**config.mk**
```make
export PLATFORM = sky130hd
export DESIGN_NAME = stopwatch_ctrl
export DESIGN_NICKNAME = d
export VERILOG_FILES = /design/src/rtl/stopwatch_pkg.sv /design/src/rtl/stopwatch_ctrl_btn_debounce.sv /design/src/rtl/stopwatch_ctrl.sv
export SDC_FILE = /design/constraint.sdc
export NUM_CORES = 1
export LEC_CHECK = 0
export CORE_AREA = 2 2 90 92
export CTS_BUF_LIST = sky130_fd_sc_hd__clkbuf_16
export CTS_CLUSTER_DIAMETER = 80
export CTS_CLUSTER_SIZE = 28
export DETAILED_ROUTE_END_ITERATION = 8
export DIE_AREA = 0 0 92 94
export PLACE_DENSITY = 0.64
export SLEW_MARGIN = 20
export SYNTH_ARGS = -nofsm -noshare
export SYNTH_HDL_FRONTEND = slang
export SYNTH_SLANG_ARGS = --single-unit
```
**constraint.sdc**
```tcl
create_clock -name clk -period 2.4 [get_ports clk]
set_clock_uncertainty 0.1 [all_clocks]
set_input_delay 0.48 -clock clk [delete_from_list [all_inputs] [get_ports clk]]
set_output_delay 0.48 -clock clk [all_outputs]
set_load 0.02 [all_outputs]
```
**src/rtl/stopwatch_pkg.sv**
```systemverilog
// stopwatch_pkg
// Shared definitions for the stopwatch control sequencer.
//   sw_state_t  : FSM state encoding (INIT=0, IDLE=1, RUN=2, PAUSE=3, FULL=4)
//   SYNC_STAGES : depth of the button input synchronizer
//   cnt_width() : counter width able to hold 0..n-1 (never less than 1 bit)
package stopwatch_pkg;

    typedef enum logic [2:0] {
        ST_INIT  = 3'd0,
        ST_IDLE  = 3'd1,
        ST_RUN   = 3'd2,
        ST_PAUSE = 3'd3,
        ST_FULL  = 3'd4
    } sw_state_t;

    localparam int SYNC_STAGES = 2;

    function automatic int cnt_width(input int n);
        return (n < 2) ? 1 : $clog2(n);
    endfunction

endpackage

```
**src/rtl/stopwatch_ctrl_btn_debounce.sv**
```systemverilog
// btn_debounce
// Synchronizes one raw asynchronous button and debounces it.
//   clk      : system clock
//   reset_n  : asynchronous active-low reset
//   btn_raw  : raw button input (asynchronous)
//   level    : debounced button level
//   press    : one-cycle pulse on the debounced rising edge
// The debounced level flips only after DEBOUNCE_CYCLES consecutive
// synchronized samples that differ from it; releases produce no pulse.
module btn_debounce
    import stopwatch_pkg::*;
#(
    parameter int DEBOUNCE_CYCLES = 1_000_000
) (
    input  logic clk,
    input  logic reset_n,
    input  logic btn_raw,
    output logic level,
    output logic press
);

    localparam int              CW       = cnt_width(DEBOUNCE_CYCLES);
    localparam logic [CW-1:0]   CNT_LAST = CW'(DEBOUNCE_CYCLES - 1);

    logic [SYNC_STAGES-1:0] sync;
    logic [CW-1:0]          cnt;
    logic                   level_d;

    always_ff @(posedge clk or negedge reset_n) begin
        if (!reset_n) begin
            sync    <= '0;
            cnt     <= '0;
            level   <= 1'b0;
            level_d <= 1'b0;
            press   <= 1'b0;
        end else begin
            sync    <= {sync[SYNC_STAGES-2:0], btn_raw};
            level_d <= level;
            press   <= level & ~level_d;
            // Any sample that agrees with the current level restarts the run.
            if (sync[SYNC_STAGES-1] != level) begin
                if (cnt == CNT_LAST) begin
                    level <= sync[SYNC_STAGES-1];
                    cnt   <= '0;
                end else begin
                    cnt <= cnt + CW'(1);
                end
            end else begin
                cnt <= '0;
            end
        end
    end

endmodule

```
**src/rtl/stopwatch_ctrl.sv**
```systemverilog
// stopwatch_ctrl
// Control sequencer for the stopwatch up-counter: debounces the buttons,
// runs the centisecond tick prescaler and tracks the run state.
// Optional feature macro: LAP_HOLD_EN (lap button toggles a display freeze).
//   clk        : system clock, rising edge
//   reset_n    : asynchronous active-low reset
//   btn_start  : raw start/stop button
//   btn_clear  : raw clear button
//   btn_lap    : raw lap button (only used with LAP_HOLD_EN)
//   cnt_full   : counter reads 99.99 (sampled directly)
//   ctr_reset  : one-cycle pulse to counter reset
//   ctr_toggle : one-cycle pulse to counter stopStart
//   tick       : one-cycle pulse every DIV cycles while running
//   running    : high in RUN
//   lap_hold   : display-freeze level
//   state      : current FSM state encoding
//
// state | meaning
// INIT  | after reset; pulses ctr_reset once, then IDLE
// IDLE  | counter cleared, waiting for start
// RUN   | counting; prescaler active, ticks issued
// PAUSE | counting stopped, value held
// FULL  | counter saturated at 99.99; only clear leaves
module stopwatch_ctrl
    import stopwatch_pkg::*;
#(
    parameter int CLK_HZ          = 100_000_000,
    parameter int TICK_HZ         = 100,
    parameter int DEBOUNCE_CYCLES = 1_000_000
) (
    input  logic       clk,
    input  logic       reset_n,
    input  logic       btn_start,
    input  logic       btn_clear,
    input  logic       btn_lap,
    input  logic       cnt_full,
    output logic       ctr_reset,
    output logic       ctr_toggle,
    output logic       tick,
    output logic       running,
    output logic       lap_hold,
    output logic [2:0] state
);

    localparam int            DIV      = CLK_HZ / TICK_HZ;
    localparam int            PW       = $clog2(DIV);
    localparam logic [PW-1:0] DIV_LAST = PW'(DIV - 1);

    logic start_level, start_press;
    logic clear_level, clear_press;

    btn_debounce #(.DEBOUNCE_CYCLES(DEBOUNCE_CYCLES)) u_db_start (
        .clk     (clk),
        .reset_n (reset_n),
        .btn_raw (btn_start),
        .level   (start_level),
        .press   (start_press)
    );

    btn_debounce #(.DEBOUNCE_CYCLES(DEBOUNCE_CYCLES)) u_db_clear (
        .clk     (clk),
        .reset_n (reset_n),
        .btn_raw (btn_clear),
        .level   (clear_level),
        .press   (clear_press)
    );

`ifdef LAP_HOLD_EN
    logic lap_level, lap_press;
    logic lap_d;

    btn_debounce #(.DEBOUNCE_CYCLES(DEBOUNCE_CYCLES)) u_db_lap (
        .clk     (clk),
        .reset_n (reset_n),
        .btn_raw (btn_lap),
        .level   (lap_level),
        .press   (lap_press)
    );

    logic unused_levels;
    assign unused_levels = ^{start_level, clear_level, lap_level};
`else
    logic unused_levels;
    assign unused_levels = ^{start_level, clear_level, btn_lap};
    assign lap_hold      = 1'b0;
`endif

    sw_state_t     state_q, state_d;
    logic [PW-1:0] presc, presc_d;
    logic          reset_d, toggle_d, tick_d, running_d;

    always_comb begin
        state_d  = state_q;
        reset_d  = 1'b0;
        toggle_d = 1'b0;
        tick_d   = 1'b0;
        presc_d  = '0;

        // Clear outranks cnt_full, which outranks start.
        case (state_q)
            ST_INIT: begin
                // First cycle out of reset raises ctr_reset; the next leaves.
                if (!ctr_reset) begin
                    reset_d = 1'b1;
                end else begin
                    state_d = ST_IDLE;
                end
            end
            ST_IDLE: begin
                if (clear_press) begin
                    reset_d = 1'b1;
                end else if (start_press) begin
                    toggle_d = 1'b1;
                    state_d  = ST_RUN;
                end
            end
            ST_RUN: begin
                if (clear_press) begin
                    reset_d = 1'b1;
                    state_d = ST_IDLE;
                end else if (cnt_full) begin
                    toggle_d = 1'b1;
                    state_d  = ST_FULL;
                end else if (start_press) begin
                    toggle_d = 1'b1;
                    state_d  = ST_PAUSE;
                end
            end
            ST_PAUSE: begin
                if (clear_press) begin
                    reset_d = 1'b1;
                    state_d = ST_IDLE;
                end else if (start_press) begin
                    toggle_d = 1'b1;
                    state_d  = ST_RUN;
                end
            end
            ST_FULL: begin
                if (clear_press) begin
                    reset_d = 1'b1;
                    state_d = ST_IDLE;
                end
            end
            default: state_d = ST_INIT;
        endcase

        // Prescaler only advances while staying in RUN, so no tick can
        // coincide with leaving RUN and a resume restarts a full period.
        if (state_q == ST_RUN && state_d == ST_RUN) begin
            if (presc == DIV_LAST) begin
                tick_d  = 1'b1;
                presc_d = '0;
            end else begin
                presc_d = presc + PW'(1);
            end
        end

        running_d = (state_d == ST_RUN);

`ifdef LAP_HOLD_EN
        lap_d = lap_hold;
        if (state_d == ST_IDLE) begin
            lap_d = 1'b0;
        end else if (state_q == ST_RUN && lap_press) begin
            lap_d = ~lap_hold;
        end
`endif
    end

    always_ff @(posedge clk or negedge reset_n) begin
        if (!reset_n) begin
            state_q    <= ST_INIT;
            presc      <= '0;
            ctr_reset  <= 1'b0;
            ctr_toggle <= 1'b0;
            tick       <= 1'b0;
            running    <= 1'b0;
        end else begin
            state_q    <= state_d;
            presc      <= presc_d;
            ctr_reset  <= reset_d;
            ctr_toggle <= toggle_d;
            tick       <= tick_d;
            running    <= running_d;
        end
    end

`ifdef LAP_HOLD_EN
    always_ff @(posedge clk or negedge reset_n) begin
        if (!reset_n) begin
            lap_hold <= 1'b0;
        end else begin
            lap_hold <= lap_d;
        end
    end
`endif

    assign state = state_q;

endmodule

```
; ---- After elaboration in Yosys (flattened, before gate mapping)
; Cells that the tools add are included.
[word_totals]
inputBits = 6
out_inout_bits = 8
elab_cells = 64
ff_bits = 77
[op_classes]
add_sub_neg = 3
n_reduce_logical = 6
mux = 25
eq_ne = 10
bitwise = 4
[ops]
columns = cell, n
row1 = $mux W20, 6
row2 = $add A20 B1 Y20 const B, 3
row3 = $eq A20 B20 Y1 const B, 3
row4 = $mux W3, 8
row5 = $pmux W3 S5, 1
row6 = $eq A3 B2 Y1 const B, 3
row7 = $mux W1, 8
row8 = $pmux W1 S2, 2
row9 = $reduce_and A2 Y1, 2
row10 = $reduce_or A4 Y1, 1
row11 = $eq A3 B1 Y1 const B, 1
row12 = $eq A3 B3 Y1 const B, 1
row13 = $logic_not A3 Y1, 1
row14 = $and A1 B1 Y1, 2
row15 = $ne A1 B1 Y1, 2
row16 = $not A1 Y1, 2
row17 = $reduce_or A2 Y1, 1
row18 = $logic_and A1 B1 Y1, 1

; ---- Longest topological paths before layout
[logic_depth]
depth_word = 7
ltp_mapped = 7

; ---- Hierarchy
; A second synthesis with hierarchy kept.
[hier_totals]
hier_cells = 358
hier_area_um2 = 3713.6
[modules_own_cells]
columns = mod, seq_area_each_um2, instances, area_each_um2, cells_per_inst
row1 = btn_debounce, 625.6, 2, 1171.1, 109
row2 = stopwatch_ctrl, 675.6, 1, 1371.3, 140

; ---- Worst setup path after synthesis
; OpenSTA, ideal clock, no wires.
[synth_path]
kind = register to register
start = register presc[0]
end = register presc[18]
n_path_buf = 0
setup_time_ps = 77
slack_ps = 543
synth_period_minus_slack_ps = 1857
t_required_ps = 2223
arrival_ps = 1679
stages_incl_launch_ff = 6
path_cell_list = dfrtp_1 ha_1 nand2_1 or3_4 or4_1 a21oi_1
[synth_via]
elab_chain_cells = 3
word_cells_on_any_way = 4
[synth_lines]
columns = item, line
row1 = "start, declared", stopwatch_ctrl.sv:89  ; logic [PW-1:0] presc, presc_d;
row2 = "start signal, assigned", stopwatch_ctrl.sv:180  ; presc <= presc_d;
row3 = $add A20 B1 Y20 or $eq A20 B20 Y1 (tied branches), "stopwatch_ctrl.sv:154, stopwatch_ctrl.sv:150"
row4 = $mux W20 *, stopwatch_ctrl.sv:150  ; if (presc == DIV_LAST) begin
row5 = $mux W20 *, stopwatch_ctrl.sv:149  ; if (state_q == ST_RUN && state_d == ST_RUN) begin
row6 = named net presc_d[18], stopwatch_ctrl.sv:89
; The timed path passes the listed nets; every way through them passes the cells marked *.
; A chain may end at the register's enable or synchronous reset.

; ---- Worst setup path after layout
[layout_path]
start = register state_q[2], in the netlist state[2]
end = output state[2]
[layout_lines]
columns = item, line
row1 = "start, declared", stopwatch_ctrl.sv:88  ; sw_state_t state_q, state_d;
row2 = "start signal, assigned", stopwatch_ctrl.sv:179  ; state_q <= state_d;
row3 = "end, declared", stopwatch_ctrl.sv:42  ; output logic [2:0] state
; No word-level cell between the ends.

==> impl_metrics.toml <==
[setup_path]
worstPathRequired_ns = 1.82
crit_type = "flop to output pin"
cp_slowest_stage_delay_ns = 0.66
worstPathArrival_ns = 1.48
r2r_slack_ns = 0.42
end_kind = "output pin"
path_buf_inv = 1
crit_chain = "clkdlybuf4s50_1"
worst_path_max_delay_cell = "clkdlybuf4s50_1"
critical-path-top-delay-family = "buffers and inverters"
worstPathMaxFanout = 10
start_kind = "flop"

[synthesis]
netlist_area_um2 = 3701
synth_top_area_frac = 0.5206
syn_avg_cell_area_um2 = 10.11
synthTopCellsByArea = "dfrtp_1 52%, xnor2_1 5.7%, nor2_1 4.9%, xor2_1 3.8%, nand3_1 3.2%"
yosys_warnings = 0
yosysSeqAreaShare = 0.5206
synth_cells = 366
ys_types = 48
synth_fp_nets = 375
yosysTopAreaCell = "dfrtp_1"
synth_seq_cells = 77

[floorplan]
core_area_um2 = 7607
io_pins = 14
die_h_um = 94
dieArea_um2 = 8648
start_util = 0.4865
rows = 32
die-width_um = 92

[layout]
final_cell_mix = "77 x dfrtp_1, 48 x nor2_1, 24 x nand3_1, 24 x xnor2_1, 22 x nand2_1"
final-instance-count-excl-fill = 488
area_delta_synth_final_pct = 13.56
fin_util = 0.5525
final_nets = 391
n_fill_cell = 711
antennaDiodeCount = 0
drive_gt1_frac = 0.1010
mostFrequentLayoutCell = "dfrtp_1"

[sta]
finalCriticalPeriod_ns = 2.064
fmax_mhz = 484.5
min_period_over_period = 0.8599
report.final.hold_viol_count = 0
final.setup.tns_ns = 0
setup_viol = 0
hold_ws_ns = 0.02104
drv_slew = 0
rsz0062_at_grt = "no"

[global_routing]
grt_pass1_vias = 2535
grt.total_usage = 0.1690
grt_antenna_before_repair = 0
grt_pass1_wl_mm = 11.58
grt_overflow = 0
grt_max_degree = 42

[detailed_routing]
final_antenna_net_count = 0
remaining_drc_errors = 0
routedWlPerCell_um = 13.14
via_per_inst = 5.381
routed_wl_mm = 6.414
vias = 2626
first_iter_violations = 80
drt_pass1_iterations = 4

[flow_run]
maxCapViolations = 0

[clocking]
tritoncts = "built"
clk_latency_ns = 0.33
ctsResizeCount = 0
path_clk_slew_ns = 0.06
clk_path_buf_depth = 2
htreeDepth = 3
cts_setup_buffers = 0
postCtsHoldBufs = 0
root_buffer = "clkbuf_16"
numCtsBuffers = 9
clkSinkCount = 77

[power_and_ir_drop]
cellPowerDensity_nw_per_um2 = 634.1
combPwrFrac = 0.026
swShare = 0.2047
seqPwrFrac = 0.496
clockPowerShare = 0.478
p_leak_nw = 1.659
p_sw_mw = 0.5456
peakVddDrop_mv = 0.3981
p_int_mw = 2.119

[placed_design]
port-buffer-count = 11
dp_cells = 473
gp_congestion = 0.7317
hpwlAfterDp_mm = 4.382

[hold_path]
hold_class = "primary input to asynchronous set/reset pin"

[outcome]
status = "complete, no violations"
## per-layer routing
layer / global-route usage / share of wire / vias up
li1: - / - / 1320
met1: 0.2146 / 0.48 / 1261
met2: 0.2751 / 0.47 / 34
met3: 0.04655 / 0.034 / 11
met4: 0.06841 / 0.017 / 0
met5: 0 / 0 / -
## cell usage after synthesis, drive strengths merged
library cell and instances:
ha 3, nor3 12, or4b 1, and2 3
a21oi 17, conb 1, a31o 2, inv 14
o31ai 7, dfrtp 77, a211oi 1, xor2 16
buf 8, a21o 1, and4 3, o21ai 15
nor3b 2, nor4bb 1, nand2 22, nand4 13
and3 3, or3 11, nand2b 2, nand3 24
nor2b 3, or4 9, clkbuf 2, nor4 10
mux2 3, nand3b 1, nor4b 2, xnor2 24
nand4bb 1, o21a 1, nor2 48, or2 2
and4b 1
## final cells by class
type | instances | area, um^2 | area share
Inverter | 14 | 52.55 | 0.01250
Multi-Input combinational cell | 265 | 1665 | 0.3962
Tap cell | 102 | 127.6 | 0.03037
Timing Repair Buffer | 15 | 150.1 | 0.03572
Sequential cell | 77 | 1927 | 0.4585
Clock buffer | 9 | 225.2 | 0.05359
Clock inverter | 6 | 55.05 | 0.01310
## kinds of logic after synthesis
family,after synthesis,synth area share
other cells,1,0.001013
mux,3,0.009127
flops,77,0.5206
simple gates,174,0.2607
buf+inv,24,0.02941
xor+xnor,40,0.09466
fa+ha+maj,3,0.01014
compound gates,44,0.07438
## registers in the layout (all words and copies together) (netlist names)
| register | cells |
|---|---|
| running | 1 |
| u_db_start.sync | 2 |
| u_db_start.cnt | 20 |
| state | 3 |
| u_db_start.press | 1 |
| u_db_clear.level | 1 |
| presc | 20 |
| u_db_clear.sync | 2 |
| ctr_reset | 1 |
| ctr_toggle | 1 |
| u_db_start.level | 1 |
| tick | 1 |
| u_db_clear.cnt | 20 |
| u_db_start.level_d | 1 |
| u_db_clear.press | 1 |
| u_db_clear.level_d | 1 |
## stage by stage
step	power, mW	area, um^2	setup slack, ns
after floorplan	1.374	3701	0.5434
after global placement	1.416	3923	0.3433
after detailed placement	1.418	3923	0.2823
after CTS	2.709	4203	0.3111
after global routing	2.779	4203	0.2696
final	2.665	4203	0.3362
## worst register-to-register path: stages, from the launching register on
cell     delay [ns]
dfrtp_1        0.40
ha_1           0.22
nand2_1        0.14
or3_4          0.43
or4_1          0.47
a21oi_1        0.15
## final timing paths
path                                     from            endpoint  cells past startpoint
max                                  state[2]            state[2]                      1
min                                   reset_n    u_db_start.press                      1
max reg2reg                          presc[0]           presc[18]                      5
min reg2reg                u_db_clear.sync[0]  u_db_clear.sync[1]                      0
max in group asynchronous             reset_n  u_db_clear.cnt[13]                      2
min in group clk           u_db_clear.sync[0]  u_db_clear.sync[1]                      0
## power by group through the flow
stage / sequential [mW] / clock [mW] / combinational [mW]
finish: 1.32 / 1.27 / 0.0695
global route: 1.32 / 1.38 / 0.0813
CTS: 1.32 / 1.31 / 0.0729
detailed placement: 1.35 / 0 / 0.0727
global placement: 1.34 / 0 / 0.0713
floorplan: 1.34 / 0 / 0.0311
(Power assumes the default switching activity.)
